[src/rtl/adder_rr_scheduler.sv]
// Round-robin scheduler sharing one ripple-carry adder between NUM_REQ requesters,
// with a single-entry result slot. Define ADDER_SCHED_SUB_EN to add per-requester subtract.

module adder_rr_fa (
    input  logic a,
    input  logic b,
    input  logic cin,
    output logic s,
    output logic cout
);
    assign s    = a ^ b ^ cin;
    assign cout = (a & b) | (cin & (a ^ b));
endmodule

module adder_rr_scheduler #(
    parameter int DATA_WIDTH = 8,
    parameter int NUM_REQ    = 4,
    parameter int ID_W       = $clog2(NUM_REQ)
) (
    input  logic                          clk,
    input  logic                          reset,
    input  logic [NUM_REQ-1:0]            req_valid,
    input  logic [NUM_REQ*DATA_WIDTH-1:0] req_a,
    input  logic [NUM_REQ*DATA_WIDTH-1:0] req_b,
`ifdef ADDER_SCHED_SUB_EN
    input  logic [NUM_REQ-1:0]            req_sub,
`endif
    output logic [NUM_REQ-1:0]            req_ready,
    output logic                          rsp_valid,
    input  logic                          rsp_ready,
    output logic [DATA_WIDTH:0]           rsp_sum,
    output logic [ID_W-1:0]               rsp_id
);
    typedef enum logic {EMPTY, FULL} state_t;

    typedef struct packed {
        logic [DATA_WIDTH:0] sum;
        logic [ID_W-1:0]     id;
    } slot_t;

    state_t                state, state_d;
    slot_t                 slot;
    logic [ID_W-1:0]       ptr, ptr_nxt;
    logic                  can_issue;
    logic                  grant_any;
    logic                  grant;
    logic [ID_W-1:0]       grant_id;
    logic [DATA_WIDTH-1:0] a_sel, b_sel, b_eff, s_bits;
    logic [DATA_WIDTH:0]   carry;
    logic                  sub_sel;
    logic [DATA_WIDTH:0]   sum_w;

    assign can_issue = (state == EMPTY) || rsp_ready;

    // Scan from farthest to nearest so the candidate closest to ptr wins.
    always_comb begin
        grant_any = 1'b0;
        grant_id  = '0;
        for (int k = NUM_REQ - 1; k >= 0; k--) begin
            if (req_valid[(int'(ptr) + k) % NUM_REQ]) begin
                grant_any = 1'b1;
                grant_id  = ID_W'((int'(ptr) + k) % NUM_REQ);
            end
        end
    end

    assign grant = grant_any && can_issue && !reset;

    always_comb begin
        req_ready = '0;
        if (grant) req_ready[grant_id] = 1'b1;
    end

    assign ptr_nxt = (int'(grant_id) == NUM_REQ - 1) ? '0 : grant_id + 1'b1;

    assign a_sel = req_a[grant_id*DATA_WIDTH +: DATA_WIDTH];
    assign b_sel = req_b[grant_id*DATA_WIDTH +: DATA_WIDTH];

`ifdef ADDER_SCHED_SUB_EN
    assign sub_sel = req_sub[grant_id];
`else
    assign sub_sel = 1'b0;
`endif

    // Subtract reuses the adder: a + ~b with carry-in 1; carry-out 1 means no borrow.
    assign b_eff    = sub_sel ? ~b_sel : b_sel;
    assign carry[0] = sub_sel;

    genvar i;
    generate
        for (i = 0; i < DATA_WIDTH; i++) begin : g_fa
            adder_rr_fa u_fa (
                .a    (a_sel[i]),
                .b    (b_eff[i]),
                .cin  (carry[i]),
                .s    (s_bits[i]),
                .cout (carry[i+1])
            );
        end
    endgenerate

    assign sum_w = {carry[DATA_WIDTH], s_bits};

    always_comb begin
        state_d = state;
        case (state)
            EMPTY: if (grant) state_d = FULL;
            FULL: begin
                if (grant)          state_d = FULL;
                else if (rsp_ready) state_d = EMPTY;
            end
            default: state_d = EMPTY;
        endcase
    end

    always_ff @(posedge clk or posedge reset) begin
        if (reset) begin
            state <= EMPTY;
            ptr   <= '0;
            slot  <= '0;
        end else begin
            state <= state_d;
            if (grant) begin
                slot.sum <= sum_w;
                slot.id  <= grant_id;
                ptr      <= ptr_nxt;
            end
        end
    end

    assign rsp_valid = (state == FULL);
    assign rsp_sum   = slot.sum;
    assign rsp_id    = slot.id;
endmodule

[config.mk]
export PLATFORM = sky130hd
export DESIGN_NAME = adder_rr_scheduler
export DESIGN_NICKNAME = d
export VERILOG_FILES = /design/src/rtl/adder_rr_scheduler.sv
export SDC_FILE = /design/constraint.sdc
export NUM_CORES = 1
export LEC_CHECK = 0
export BUFFER_PORTS_ARGS = -buffer_cell sky130_fd_sc_hd__buf_4
export CORE_MARGIN = 2
export CORE_UTILIZATION = 43
export DETAILED_ROUTE_END_ITERATION = 8
export PLACE_DENSITY_LB_ADDON = 0.08
export SETUP_SLACK_MARGIN = 0.02
export SLEW_MARGIN = 20
export SYNTH_ARGS = -nofsm -noshare
export SYNTH_HDL_FRONTEND = slang
export SYNTH_SLANG_ARGS = --single-unit
[constraint.sdc]
create_clock -name clk -period 4.9 [get_ports clk]
set_input_delay 0.98 -clock clk [delete_from_list [all_inputs] [get_ports clk]]
set_output_delay 0.98 -clock clk [all_outputs]
set_load 0.05 [all_outputs]
Word level (Yosys, flattened, before mapping)

Cells that the tools add are included.

Register bits after elaboration: 14
Output and inout port bits: 16
Logic and storage cells: 93

Add/sub/neg operators: 4
Order comparisons: 6
Equal/unequal tests: 1
Shift-type cells: 2
Muxes and demuxes: 27
Bitwise logic cells: 41
Reduce and logical (&&, ||, !) cells: 8

Operators by type and width:

| operator                                                                            | number |
|---|---|
| 32-bit by 6-bit indexed part select with 8-bit output                               | 2 |
| 1-bit bitwise AND                                                                   | 15 |
| 1-bit two-way mux                                                                   | 15 |
| 1-bit bitwise XOR                                                                   | 15 |
| 3-bit by 4-bit less-than comparator with 1-bit output, second input constant        | 3 |
| 2-bit two-way mux                                                                   | 5 |
| 1-bit binary-select mux with 2-bit select                                           | 4 |
| 1-bit bitwise OR                                                                    | 7 |
| 2-bit by 3-bit less-than comparator with 1-bit output, second input constant        | 2 |
| 2-bit OR reduction                                                                  | 3 |
| 2-bit by 1-bit adder with 2-bit output, second input constant                       | 2 |
| 2-bit adder, second input constant                                                  | 2 |
| 4-bit two-way mux                                                                   | 1 |
| 1-bit bitwise AND, first input constant                                             | 3 |
| 1-bit logical AND                                                                   | 3 |
| 1-bit demux with 2-bit select                                                       | 1 |
| 2-bit by 1-bit == test with 1-bit output, second input constant                     | 1 |
| 2-bit by 1-bit greater-or-equal comparator with 1-bit output, second input constant | 1 |
| 1-bit case mux with 2 select lines                                                  | 1 |
| 1-bit logical NOT                                                                   | 1 |
| 1-bit logical OR                                                                    | 1 |
| 1-bit inverter                                                                      | 1 |

Longest topological paths before layout

Gate-level depths: netlist (run 1).

Depth in word-level cells: 26
Depth in mapped cells: 19
Gate-level depth less buffers: 17

Modules after synthesis

Synthesis (run 1) repeated with hierarchy kept, for this count alone.

Cell total of the unflattened synthesis: 119
Area, all modules: 1442.6 sq um

Modules (own cells, without submodules):

| module             | times used | cells each | area an instance (sq um) |
|---|---|---|---|
| adder_rr_scheduler | 1          | 111        | 1282.5 |
| adder_rr_fa        | 8          | 1          | 20.0 |

Least setup slack after synthesis (run 1)

OpenSTA, ideal clock, no wires.

Path kind: input to register
Start point: input port req_valid[0]
End point: register slot, in the netlist rsp_sum[7]
Setup time: 0.118 ns
Arrival time: 4.435 ns
Data required time: 4.782 ns
Setup slack: 0.348 ns
Stages: 19
Path buffers: 2
Cell sequence: a21o_1 a21oi_1 o22a_1 buf_6 buf_4 mux2i_1 mux2i_1 ha_1 fa_1 fa_1 fa_1 inv_1 fa_1 fa_1 fa_1 inv_1 fa_1 nand2_1 nand2_1

Longest elaborated chain between the ends: 22

Ends and longest elaborated chain:

| what                                                                     | RTL line | RTL |
|---|---|---|
| start, declared                                                          | 22       | `input logic [NUM_REQ-1:0] req_valid,` |
| 1-bit binary-select mux with 2-bit select                                | 60       | `if (req_valid[(int'(ptr) + k) % NUM_REQ]) begin` |
| 1-bit two-way mux (implied by the code) (2 in a row)                     | 60       |  |
| 2-bit two-way mux (3 in a row)                                           | 60       |  |
| 2-bit two-way mux (*)                                                    | 60       |  |
| via grant_id[1]                                                          | 47       | `logic [ID_W-1:0] grant_id;` |
| 32-bit by 6-bit indexed part select with 8-bit output (on tied branches) | 76, 77   |  |
| 1-bit bitwise AND or 1-bit bitwise XOR (tied branches)                   | 12       | `assign cout = (a & b) \| (cin & (a ^ b));` |
| 1-bit bitwise AND                                                        | 12       |  |
| [5 not listed]                                                           | --       |  |
| 1-bit bitwise AND                                                        | 12       |  |
| 1-bit bitwise OR                                                         | 12       |  |
| 1-bit bitwise AND                                                        | 12       |  |
| 1-bit bitwise OR                                                         | 12       |  |
| 1-bit bitwise AND                                                        | 12       |  |
| 1-bit bitwise OR                                                         | 12       |  |
| 1-bit bitwise XOR (*)                                                    | 11       | `assign s = a ^ b ^ cin;` |
| via g_fa[7].u_fa.s                                                       | 8        | `output logic s,` |
| end, declared                                                            | 42       | `slot_t slot;` |

The timed path passes the listed nets; every way through them passes the cells marked *. The select of a mux whose other input is x is not followed.
A chain may end at the register's enable or synchronous reset.

Worst setup path in the final report (run 1)

Start point: input port req_valid[0]
End point: register slot, in the netlist rsp_sum[7]

Longest elaborated chain between the ends: 22

Ends and longest elaborated chain:

| what                                                                     | RTL line |
|---|---|
| 1-bit binary-select mux with 2-bit select                                | 60 |
| 1-bit two-way mux (implied by the code) (2 in a row)                     | 60 |
| 2-bit two-way mux (3 in a row)                                           | 60 |
| 2-bit two-way mux (*)                                                    | 60 |
| 32-bit by 6-bit indexed part select with 8-bit output (on tied branches) | 76, 77 |
| 1-bit bitwise AND or 1-bit bitwise XOR (tied branches)                   | 12 |
| 1-bit bitwise AND                                                        | 12 |
| 1-bit bitwise OR                                                         | 12 |
| [4 not listed]                                                           | -- |
| 1-bit bitwise AND                                                        | 12 |
| 1-bit bitwise OR                                                         | 12 |
| 1-bit bitwise AND                                                        | 12 |
| 1-bit bitwise OR                                                         | 12 |
| 1-bit bitwise AND                                                        | 12 |
| 1-bit bitwise OR                                                         | 12 |
| 1-bit bitwise XOR (*)                                                    | 11 |
| via g_fa[7].u_fa.s                                                       | 8 |

Marks and branches as above.

==> results of run 1 <==
-- flip-flops by register name, summed over array words and instances (netlist names) --
name / cells
rsp_id: 2
ptr: 2
rsp_sum: 9
rsp_valid: 1
-- cell type report --
type / count / area, µm² / share of cell area, %
clock buffer: 3 / 22.5 / 1.08
inverter: 8 / 30.0 / 1.44
multi-input combinational: 111 / 943 / 45.3
sequential: 14 / 350 / 16.8
tap: 44 / 55.1 / 2.64
timing repair buffer: 91 / 683 / 32.8
-- through the flow --
stage                     instances  utilization (%)
after floorplan                 141                -
after global placement          268             67.5
after detailed placement        268             67.5
after CTS                       271             68.3
after global routing            271             68.3
final                           271             68.3
-- power by group through the flow --
stage	combinational, W	clock [W]	sequential, W
after global placement	0.000696	0	0.000201
after global routing	0.000770	0.0000687	0.000211
final	0.000711	0.0000610	0.000203
after floorplan	0.000373	0	0.000346
after detailed placement	0.000715	0	0.000205
after CTS	0.000717	0.0000633	0.000204
-- worst paths after layout --
path | slack (ns) | end | depth (start not counted)
setup / recovery | 0.40 | rsp_sum[7] | 18
min in group asynchronous | 0.74 | rsp_sum[6] | 2
max in group asynchronous | 3.81 | rsp_id[0] | 2
hold / removal | 0.49 | rsp_sum[0] | 2
setup reg to reg | 0.77 | rsp_sum[7] | 17
hold reg to reg | 0.49 | rsp_sum[0] | 2
-- cells in the final DEF (no fill, tap or decap) --
master,netlist,final
buf_4,1,91
mux2i_1,42,42
nand2_1,26,26
dfrtp_1,14,14
inv_1,8,8
mux2_2,7,7
fa_1,7,7
ha_1,5,5
o21ai_0,4,4
and2_1,4,4
a21oi_1,4,3
nor2_1,3,3
clkbuf_4,0,3
o22ai_1,2,2
nor2b_1,2,2
nand2b_1,2,2
a21oi_2,0,1
a31o_2,1,1
a21o_1,1,1
o22a_2,0,1
-- logic make-up after synthesis --
logic type               share of synthesized area, %
buffers and inverters                            7.12
AO/OA/AOI/OAI                                    5.59
flip-flops                                       25.2
multiplexers                                     36.0
AND/OR/NAND/NOR                                  11.5
adder cells (fa/ha/maj)                          14.6
-- per-layer routing --
layer  part of all wire [%]  routed length (µm)
met2                     55                1900
met5                      0                   0
met1                     38                1300
met4                   0.72                  25
met3                    6.4                 222
-- worst max-delay path: cells and delay by family --
| family | cells | cell delay (ns) |
|---|---|---|
| AOI/OAI and AO/OA | 3 | 0.57 |
| adders and majority gates | 7 | 2.23 |
| buffers and inverters | 4 | 0.44 |
| muxes | 2 | 0.35 |
| and+or+nand+nor | 2 | 0.14 |
==> results.md, run 1 <==
- Setup slack on the critical path of the routed design comes to 0.399 ns.
- Setup repair after global routing left no endpoint under its margin.
- The delay of the slowest cell on the worst path is 0.47 ns.
- The number of hold buffers added after cts is 0.
- For this run, global-route usage on met1 was measured as 23.2%.
- The number of nets handed over by synthesis was 224.
- The placed wire-length estimate after detailed placement is 3.01 mm.
- The combinational share of power is 72.9%.
- Summing all placed instances gives a cell area of 2060 µm².
- In the final routed layout, each cell accounts on average for 12.7 µm.
- Data on the critical path is required at its endpoint by 5.11 ns.
- For the finished layout, the period the worst path requires is 4.50 ns.
- The number of enable flip-flop cells after synthesis is 0.
- The critical path goes through buf_4 > a21o_1 > a21oi_1 > o22a_2 > buf_4 > mux2i_1 > mux2i_1 > fa_1 > fa_1 > fa_1 > inv_1 > fa_1 > fa_1 > fa_1 > inv_1 > fa_1 > nand2_1 > nand2_1.
- The proportion of synthesized flip-flops having asynchronous set or reset is 100%.
- The die is 60.8 µm tall.
- The total number of nets in the final design is 312.
- The number of slew-limit violations in the final report came to 0.
- The sequential cell area fraction in the yosys report is 25.2%.
- The number of buffers created by CTS is 3.
- Yosys mapped the design onto 22 distinct sky130hd cell types.
- After synthesis, the most frequently instantiated cells are mux2i_1, nand2_1, dfrtp_1.
- The initial antenna violation count is 0.
- The horizontal die dimension is 60.8 µm.
- Headroom to the max-slew limit came out at 40.9%.
- VDD sags by at most 0.169 mV.
- The reported max-cap violation count is 0.
- The worst-path cell with the longest stage delay is fa_1.
- For the worst setup path, the data arrival time is 4.71 ns.
- The post-synthesis cell type with the largest combined area is mux2i_1.
- The reg-to-reg startpoint is ptr[1].
- After synthesis, the cell types taking the most area are mux2i_1, dfrtp_1, fa_1.
- The critical path class is input port to flip-flop.
- The later pin in the worst-skew pair is clocked with a latency of 0.27 ns.
- The highest attainable clock frequency is 222 MHz.
- The setup skew after layout is 0.00485 ns.
- STA classifies the critical path startpoint as an input port.
- The I/O pin count is 87.
- CTS built an H-tree with a depth of 1.
- The number of global-route vias before repair is 1249.
- The number of buffers inserted by port buffering is 86.
- In the routed layout, each cell is associated on average with a via count of 4.86.
- The global-route congestion overflow total is 0.
- The count of routing violations after the opening detailed-route iteration is 52.
- The total setup buffers inserted after CTS is 0.
- In this run the worst hold path is classified as flip-flop to flip-flop.
- The number of setup violations in the final report is 0.
- In this run the biggest area consumer among cell types represents 30.3% of the synthesized area.
- The clock network fraction of design power is 6.3%.
- The root buffer selected by CTS is clkbuf_4.
- After synthesis the cells add up to 1390 µm².
- met2 is the most crowded layer.
- For this run, the detailed router's first-pass iteration total came to 4.
- The static leakage is 1.13 nW.
- In this run, flip-flops and latches consume 20.8% of the power.
- The worst setup path is captured at a flip-flop.
- The hold violation total from the final report is 0.
- The number of flip-flops and latches in the synthesized netlist is 14.
- The most common cell type on the critical path is fa_1.
- The internal power is 0.000490 W.
- Of the available clock period, the critical path in the final layout requires 91.9%.
- The overall via count from detail_route is 1316.
- Overall power consumption after layout is estimated at 0.000975 W.
- The start point of the critical path is req_valid[0].
- The number of rows in the core area is 20.
- In this run the most critical hold path is launched from rsp_sum[0].
- The overall global routing resource usage is 18.8%.
- The area growth from synthesis to layout is 50.2%.
- The clock-pin slew on the worst setup and hold paths is 0.08 ns.
- The commonest register cell after synthesis is dfrtp_1.
- The number of diodes is 0.
- Cells with a size suffix above 1 make up 45.8% of the layout.
- At the placement stage, the worst setup path has a slack of 0.118 ns.
- The average instance area after synthesis is 9.84 µm².
- Synthesis produced 141 cells.
- The switching power total is 0.000485 W.
- The power per cell area is 468 nW/µm².
- The starting utilization of the core area is 45.5%.
- Net switching is 49.7% of the power.
- The floorplan core area is 3050 µm².
- In this run the remaining antenna-violating nets after routing total 0.
- The maximum fanout encountered on the critical timing path is 6.
- In the global route stage, met3 resource usage came out at 0.640%.
- The post-route DRC violation count is 0.
- The flow ran to the end, and the final reports show no timing, DRC or antenna violations.
- The actual transition at the worst max-transition pin is 0.885 ns.
- The number of gates resized after CTS was 0.
- Wires add up to 3.46 mm.
- The post-route worst hold slack is 0.494 ns.
- The placer congestion estimate is 0.647.
- Adding up every negative setup slack in the final design gives 0 ns.
- The area of all placed cells without fillers is 2080 µm².
- The met2 usage is 35.0%.
- The global-route wire length before repair is 5.21 mm.
- The filler cell count is 258.
- The pin count of the biggest net entering global routing is 16.
- The clock drives 14 sinks.
- In this run the deepest clock path goes through 2 buffers.
- For this run, the number of Yosys warnings is 0.
- TritonCTS built the clock tree.
- The most common cell in the synthesized netlist is mux2i_1.
- The floorplan step defined a die boundary enclosing 3700 µm².
No activity file was read; power rests on OpenSTA's default activity.
==> run 2, diff against run 1 <==
- clock period: 4.9 -> 4.4 ns (I/O delays scaled with it)
==> run 2 against run 1 <==
Sequential share of layout area shrank 0.57 points. Hold slack gained 0.0030 ns. Combinational power grew 16%. Power grew 17%. Clock power grew 51%. Flip-flop and latch count is the same. Largest cell class unchanged. First-iteration DRC count shrank 35%. Critical path type unchanged. Via count shrank 1.6%. Routed wire length shrank 1.5%. Sequential power grew 11%. Worst setup slack lost 0.28 ns.
==> results.md, run 2 (synthesis results as in run 1) <==
- The fraction of layout cells with a size suffix above 1 is 49.6% (+3.8 points).
- The clock-pin slew on the worst setup and hold paths was 0.08 ns (about the same).
- The kind of start point of the critical path is an input port.
- The global-route congestion overflow total is 0 (unchanged).
- The total wirelength of the detailed-routed design is 3.40 mm (-1.5%).
- The most numerous cell type found on the critical path is fa_2.
- The global-route wire length before repair was 5.51 mm (+5.8%).
- The number of levels the H-tree was split into is 1 (unchanged).
- The post-detailed-route count of antenna-violating nets came to 0 (unchanged).
- The final clock period utilization by the worst path is 97.3%.
- The horizontal die dimension is 60.8 µm (unchanged).
- The die footprint is 3700 µm² (unchanged).
- The number of detailed-routing iterations run before antenna repair is 4 (unchanged).
- The vertical extent of the die was 60.8 µm (unchanged).
- The clock sink total is 14 (unchanged).
- The slowest stage of the critical path is the fa_1 cell.
- The placer congestion estimate is 0.716 (+11%).
- The peak supply drop was 0.191 mV (+13%).
- The type of the tightest min-delay check is flip-flop to flip-flop.
- In the layout the commonest cells are buf_4, mux2i_1, nand2_1.
- The wire length on met3 came to 202 µm (-9.0%).
- The worst setup slack after placement is -0.306 ns (-0.424 ns).
- The number of slew-limit violations in the final report is 0 (unchanged).
- The required time reported for the critical path endpoint is 4.62 ns (-0.49 ns).
- The final core utilization is 70.7% (+2.4 points).
- The final critical path time including I/O delays and setup is 4.28 ns.
- The number of setup violations in the final report is 0 (unchanged).
- The endpoint arrival time on the critical path is 4.50 ns (-0.21 ns).
- The count of routing violations after the opening detailed-route iteration is 34 (-35%).
- The delay of the slowest cell on the worst path is 0.47 ns (about the same).
- The number of rows in the core area is 20 (unchanged).
- The overall global routing resource usage came to 19.6% (+0.74 points).
- Walking the worst path, the cells encountered are buf_4 > a21o_1 > a21oi_1 > o22a_2 > mux2i_1 > mux2i_2 > ha_2 > fa_2 > fa_2 > fa_1 > inv_1 > fa_2 > fa_2 > fa_1 > inv_1 > fa_1 > nand2_1 > nand2_1.
- The initial antenna violation count is 0 (unchanged).
- The post-route DRC violation count is 0 (unchanged).
- The hold violation total from the final report is 0 (unchanged).
- The via count normalized by instance count was 4.73 (-2.7%).
- The actual transition at the worst max-transition pin is 0.891 ns (+0.00596 ns).
- The top layer used by detailed routing is met4.
- The most common library cell in the layout ignoring fill and taps is buf_4.
- The setup skew after layout is 0.000941 ns (-0.00391 ns).
- The number of hold buffers added after cts is 0 (unchanged).
- The sum of routed wire segments on met1 is 1.31 mm (+0.46%).
- The flip-flop count of the largest register, all copies and words added was 9 (unchanged).
- The root buffer selected by CTS is clkbuf_4.
- The growth of design area from synthesis to finish is 55.5%.
- The kind of capture point of the worst setup path is a flip-flop.
- The worst slew slack as a fraction of its limit is 40.5% (-0.40 points).
- The deepest clock path buffer count is 2 (unchanged).
- TritonCTS built the clock tree.
- The critical path class is input port to flip-flop.
- Setup repair after global routing could not meet its margin everywhere.
- The number of buffers created by CTS was 3 (unchanged).
- The pin count of the biggest net entering global routing was 22 (+6).
- The power per cell area is 530 nW/µm² (+13%).
- The placed wire-length estimate after detailed placement is 2.84 mm (-5.4%).
- The number of global-route vias before repair is 1306 (+4.6%).
- The met2 wire length is 1.87 mm (-2.0%).
- The run finished with clean final reports.
- The mean routed wirelength per cell came to 12.4 µm (-2.6%).
- The final worst slack came to 0.119 ns (-0.280 ns).
- The latest clock arrival within the worst-skew pair was 0.28 ns (about the same).
- The number of buffers inserted by port buffering is 86 (unchanged).
- The number of diodes came to 0 (unchanged).
- The reported max-cap violation count is 0 (unchanged).
- The maximum fanout encountered on the critical timing path was 6 (unchanged).
- For this run, the top clock speed supported by timing is 234 MHz.
- The I/O pin count is 87 (unchanged).
- The starting utilization of the core area was 45.5% (unchanged).
- The floorplan core area came to 3050 µm² (unchanged).
- The total number of nets in the final design was 314 (+0.64%).
- The static leakage is 1.15 nW (+1.6%).
- The overall via count from detail_route is 1295 (-1.6%).
## run 2: changes by cell type in the layout (fill, tap and decap cells not counted)
cell / before / now
clkbuf_8: 0 / 1
mux2i_1: 42 / 40
mux2i_2: 0 / 2
ha_2: 0 / 1
buf_12: 0 / 2
ha_1: 5 / 4
fa_2: 0 / 4
fa_1: 7 / 3
## run 2: final timing paths
path	from	to	slack, ns	cells after the start
worst max-delay path	req_valid[0]	rsp_sum[7]	0.12	18
worst min-delay path	rsp_id[1]	rsp_id[1]	0.50	2
worst max register to register	ptr[1]	rsp_sum[7]	0.39	17
worst min register to register	rsp_id[1]	rsp_id[1]	0.50	2
max in group asynchronous	reset	rsp_id[1]	3.43	2
min in group asynchronous	reset	rsp_sum[6]	0.63	2
## run 2: power by group
part	switching, W	internal, W	total (W)
clock network	0.0000416	0.0000504	0.0000920
logic	0.000471	0.000356	0.000827
registers	0.0000407	0.000185	0.000225
total	0.000553	0.000592	0.00114
## run 2: metrics by stage
| stage | power [W] | area (µm²) | hold WS [ns] | TNS [ns] | std cells |
|---|---|---|---|---|---|
| after floorplan | 0.000811 | 1400 | 0.512 | 0 | 141 |
| after global placement | 0.00101 | 2080 | 0.464 | -0.197 | 269 |
| after detailed placement | 0.00103 | 2080 | 0.464 | -0.622 | 269 |
| after CTS | 0.00115 | 2140 | 0.501 | 0 | 274 |
| after global routing | 0.00124 | 2160 | 0.540 | -0.00969 | 274 |
| final | 0.00114 | 2160 | 0.497 | 0 | 274 |
## run 2: worst max-delay path, delay by kind of cell
kind	cells	cell delay [ns]
simple gates	2	0.15
fa+ha+maj	8	2.25
mux	2	0.38
compound gates	3	0.60
buf+inv	3	0.25
## run 2: timing repair
| item | 4_1_cts | 5_1_grt |
|---|---|---|
| pin swaps | 1 | 2 |
| buffers inserted | 1 | 0 |
| gates resized for setup | 0 | 6 |
| setup endpoints to repair | 1 | 1 |
## run 2: layer usage
layer  track usage, %  vias up
li1                 -      653
met3            0.640        3
met4             4.97        0
met5                0        -
met1             22.5      582
met2             39.2       57
## run 2: final cells by class
class / instances / area [µm²]
timing repair buffer: 93 / 723
tap: 44 / 55.1
fill: 260 / 895
multi-input combinational: 111 / 963
inverter: 8 / 30.0
clock buffer: 4 / 36.3
sequential: 14 / 350
==> run 3, diff against run 2 <==
==> constraint.sdc (replaced) <==
create_clock -name clk -period 4.4 [get_ports clk]
set_input_delay 0.44 -clock clk [delete_from_list [all_inputs] [get_ports clk]]
set_output_delay 0.44 -clock clk [all_outputs]
set_load 0.05 [all_outputs]
==> run 3 against run 2 <==
Clock power shrank 26%. Final cell count shrank 1.5%. Worst setup slack gained 0.15 ns. Register-to-register slack lost 0.12 ns. Critical endpoint unchanged. Routed wire length shrank 0.65%. Count of clock-buffer cells in the layout shrank 1. Power shrank 6.1%. Largest power group unchanged. Combinational power shrank 5.4%. Flip-flop and latch count is the same. Critical path depth shrank 1. Final area shrank 3.4%. Die area is the same.
==> results.md, run 3 (synthesis results as in run 1) <==
- The die footprint is 3700 µm² (unchanged).
- The mean routed wirelength per cell is 12.5 µm (+0.83%).
- The family with the most delay on the worst path is adder cells.
- The pin count of the biggest net entering global routing is 16 (-27%).
- The starting utilization of the core area is 45.5% (unchanged).
- The count of routing violations after the opening detailed-route iteration came to 18 (-47%).
- STA classifies the critical path endpoint as a flip-flop.
- The total wirelength of the detailed-routed design is 3.38 mm (-0.65%).
- The worst slew slack as a fraction of its limit is 43.0% (+2.6 points).
- The deepest clock path buffer count is 2 (unchanged).
- The number of detailed-routing iterations run before antenna repair is 4 (unchanged).
- The critical path class is flip-flop to flip-flop.
- The endpoint arrival time on the critical path came to 4.34 ns (-0.16 ns).
- The internal power is 0.000542 W (-8.3%).
- Setup repair after global routing left no endpoint under its margin.
- The number of setup violations in the final report is 0 (unchanged).
- The overall global routing resource usage is 18.0% (-1.6 points).
- The via count normalized by instance count came to 4.74 (+0.31%).
- The delay of the slowest cell on the worst path is 0.48 ns (about the same).
- The number of rows in the core area came to 20 (unchanged).
- The hold violation total from the final report is 0 (unchanged).
- The switching part of the total is 49.6% (+1.2 points).
- The latest clock arrival within the worst-skew pair is 0.27 ns (about the same).
- The number of buffers inserted by port buffering is 86 (unchanged).
- The global-route wire length before repair is 5.06 mm (-8.3%).
- The multi-input combinational cell area came to 951 µm² (-1.3%).
- The clock sink total is 14 (unchanged).
- The setup skew after layout is 0.000358 ns (-0.000583 ns).
- The most numerous cell type found on the critical path is fa_1.
- The number of buffers created by CTS came to 3 (unchanged).
- The post-route DRC violation count is 0 (unchanged).
- The filler cell count is 257 (-1.2%).
- The final worst slack was 0.268 ns (+0.150 ns).
- The placer congestion estimate is 0.675 (-5.7%).
- The slowest stage of the critical path is the fa_1 cell.
- Relative to the synthesized area, the layout overhead comes to 50.2%.
- TritonCTS built the clock tree.
- The worst setup path is launched from a flip-flop.
- The clock-pin slew on the worst setup and hold paths is 0.07 ns (about the same).
- The flip-flop count of the largest register, all copies and words added came to 9 (unchanged).
- The placed wire-length estimate after detailed placement is 2.86 mm (+0.67%).
- The relative contribution of sequential cells to total power was 21.0% (+1.3 points).
- The actual transition at the worst max-transition pin is 0.853 ns (-0.0386 ns).
- The highest attainable clock frequency is 242 MHz (+3.6%).
- The number of diodes is 0 (unchanged).
- The root buffer cell chosen for the clock tree is clkbuf_4.
- The peak supply drop is 0.214 mV (+12%).
- The overall via count from detail_route is 1280 (-1.2%).
- The floorplan core area is 3050 µm² (unchanged).
- The clock network fraction of design power came to 6.3% (-1.7 points).
- The sequential cell area is 350 µm² (unchanged).
- The combinational share of power is 72.7% (+0.4 points).
- The final critical path time including I/O delays and setup came to 4.13 ns (-0.150 ns).
- The number of levels the H-tree was split into is 1 (unchanged).
- The required time reported for the critical path endpoint is 4.61 ns (about the same).
- The horizontal die dimension is 60.8 µm (unchanged).
- The number of slew-limit violations in the final report is 0 (unchanged).
- The total negative slack was 0 ns (unchanged).
- The count of buffer and inverter cells on the critical path is 2 (-1).
- The worst setup slack after placement is 0.139 ns (+0.445 ns).
- The flow ran to the end, and the final reports show no timing, DRC or antenna violations.
- The number of global-route vias before repair was 1217 (-6.8%).
- The reported max-cap violation count is 0 (unchanged).
- The most common library cell in the layout ignoring fill and taps is buf_4.
- The fraction of layout cells with a size suffix above 1 was 45.6% (-4.0 points).
- The post-route worst hold slack is 0.210 ns (-0.287 ns).
- The total number of nets in the final design came to 311 (-0.96%).
- The vertical extent of the die is 60.8 µm (unchanged).
- The initial antenna violation count came to 0 (unchanged).
- The total setup buffers inserted after CTS is 0 (-1).
- The I/O pin count is 87 (unchanged).
- The static leakage is 1.13 nW (-1.9%).
- The switching power total is 0.000533 W (-3.7%).
- Traced cell by cell, the critical path runs through a21o_1 > a21oi_1 > o22a_4 > mux2i_1 > mux2i_1 > ha_1 > fa_1 > fa_1 > fa_1 > inv_1 > fa_1 > fa_1 > fa_1 > inv_1 > fa_1 > nand2_1 > nand2_1.
- The final clock period utilization by the worst path was 93.9% (-3.4 points).
- The post-detailed-route count of antenna-violating nets was 0 (unchanged).
- In the layout the commonest cells are buf_4, mux2i_1, nand2_1.
- The power per cell area is 516 nW/µm² (-2.7%).
- The global-route congestion overflow total is 0 (unchanged).
- The maximum fanout encountered on the critical timing path was 10 (+4).
- The type of the tightest min-delay check is input port to asynchronous set/reset pin.
- The final core utilization is 68.3% (-2.4 points).
[run 3: cell types whose count changed in the layout (fill, tap and decap cells not counted), sizes merged]
cell	before	now
clkbuf	4	3
buf	93	90
[run 3: power by group through the flow]
stage / Sequential (W) / Combinational [W] / Clock [W]
after floorplan: 0.000385 / 0.000415 / 0
after global placement: 0.000224 / 0.000767 / 0
after detailed placement: 0.000226 / 0.000786 / 0
after CTS: 0.000224 / 0.000787 / 0.0000714
after global routing: 0.000232 / 0.000853 / 0.0000742
final: 0.000226 / 0.000782 / 0.0000681
[run 3: layout make-up]
cell class	count	area share [%]
flip-flops and latches	14	16.8
well taps	44	2.64
multi-input cells	111	45.6
repair buffers	90	32.4
inverters	8	1.44
clock buffers	3	1.08
[run 3: worst register-to-register path: cells and delay by family (launching register included)]
family                   cells  cell delay (ns)
flip-flops                   1             0.46
buffers and inverters        2             0.13
AO/OA/AOI/OAI                3             0.67
adder cells (fa/ha/maj)      8             2.37
AND/OR/NAND/NOR              2             0.13
multiplexers                 2             0.33
[run 3: routing by layer]
metal | part of all wire [%] | GRT usage (%) | up-vias | wire length (µm)
met1 | 40 | 23.1 | 573 | 1360
met5 | 0 | 0 | - | 0
met4 | 0.56 | 5.59 | 0 | 19
met2 | 54 | 32.4 | 54 | 1810
li1 | - | - | 651 | -
met3 | 5.7 | 0.853 | 2 | 194
[run 3: final timing paths]
| kind | start | slack (ns) | to | cells past startpoint |
|---|---|---|---|---|
| worst min register to register | rsp_sum[0] | 0.48 | rsp_sum[0] | 2 |
| worst max register to register | ptr[1] | 0.27 | rsp_sum[7] | 17 |
| min in group clk | reset | 0.46 | rsp_valid | 3 |
| worst min-delay path | reset | 0.21 | rsp_sum[5] | 2 |
| worst max-delay path | ptr[1] | 0.27 | rsp_sum[7] | 17 |
| max in group asynchronous | reset | 3.84 | rsp_sum[6] | 2 |
[run 3: stage by stage]
stage | std cells | power [W] | cell area (µm²)
4_1_cts | 270 | 0.00108 | 2080
6_report | 270 | 0.00108 | 2080
5_1_grt | 270 | 0.00116 | 2080
2_1_floorplan | 141 | 0.000801 | 1390
3_3_place_gp | 267 | 0.000991 | 2050
3_5_place_dp | 267 | 0.00101 | 2050
[run 3: timing repair]
item | 4_1_cts | 5_1_grt
hold buffers | 0 | 0
setup endpoints to repair | 0 | 1
gates resized for setup | 0 | 1
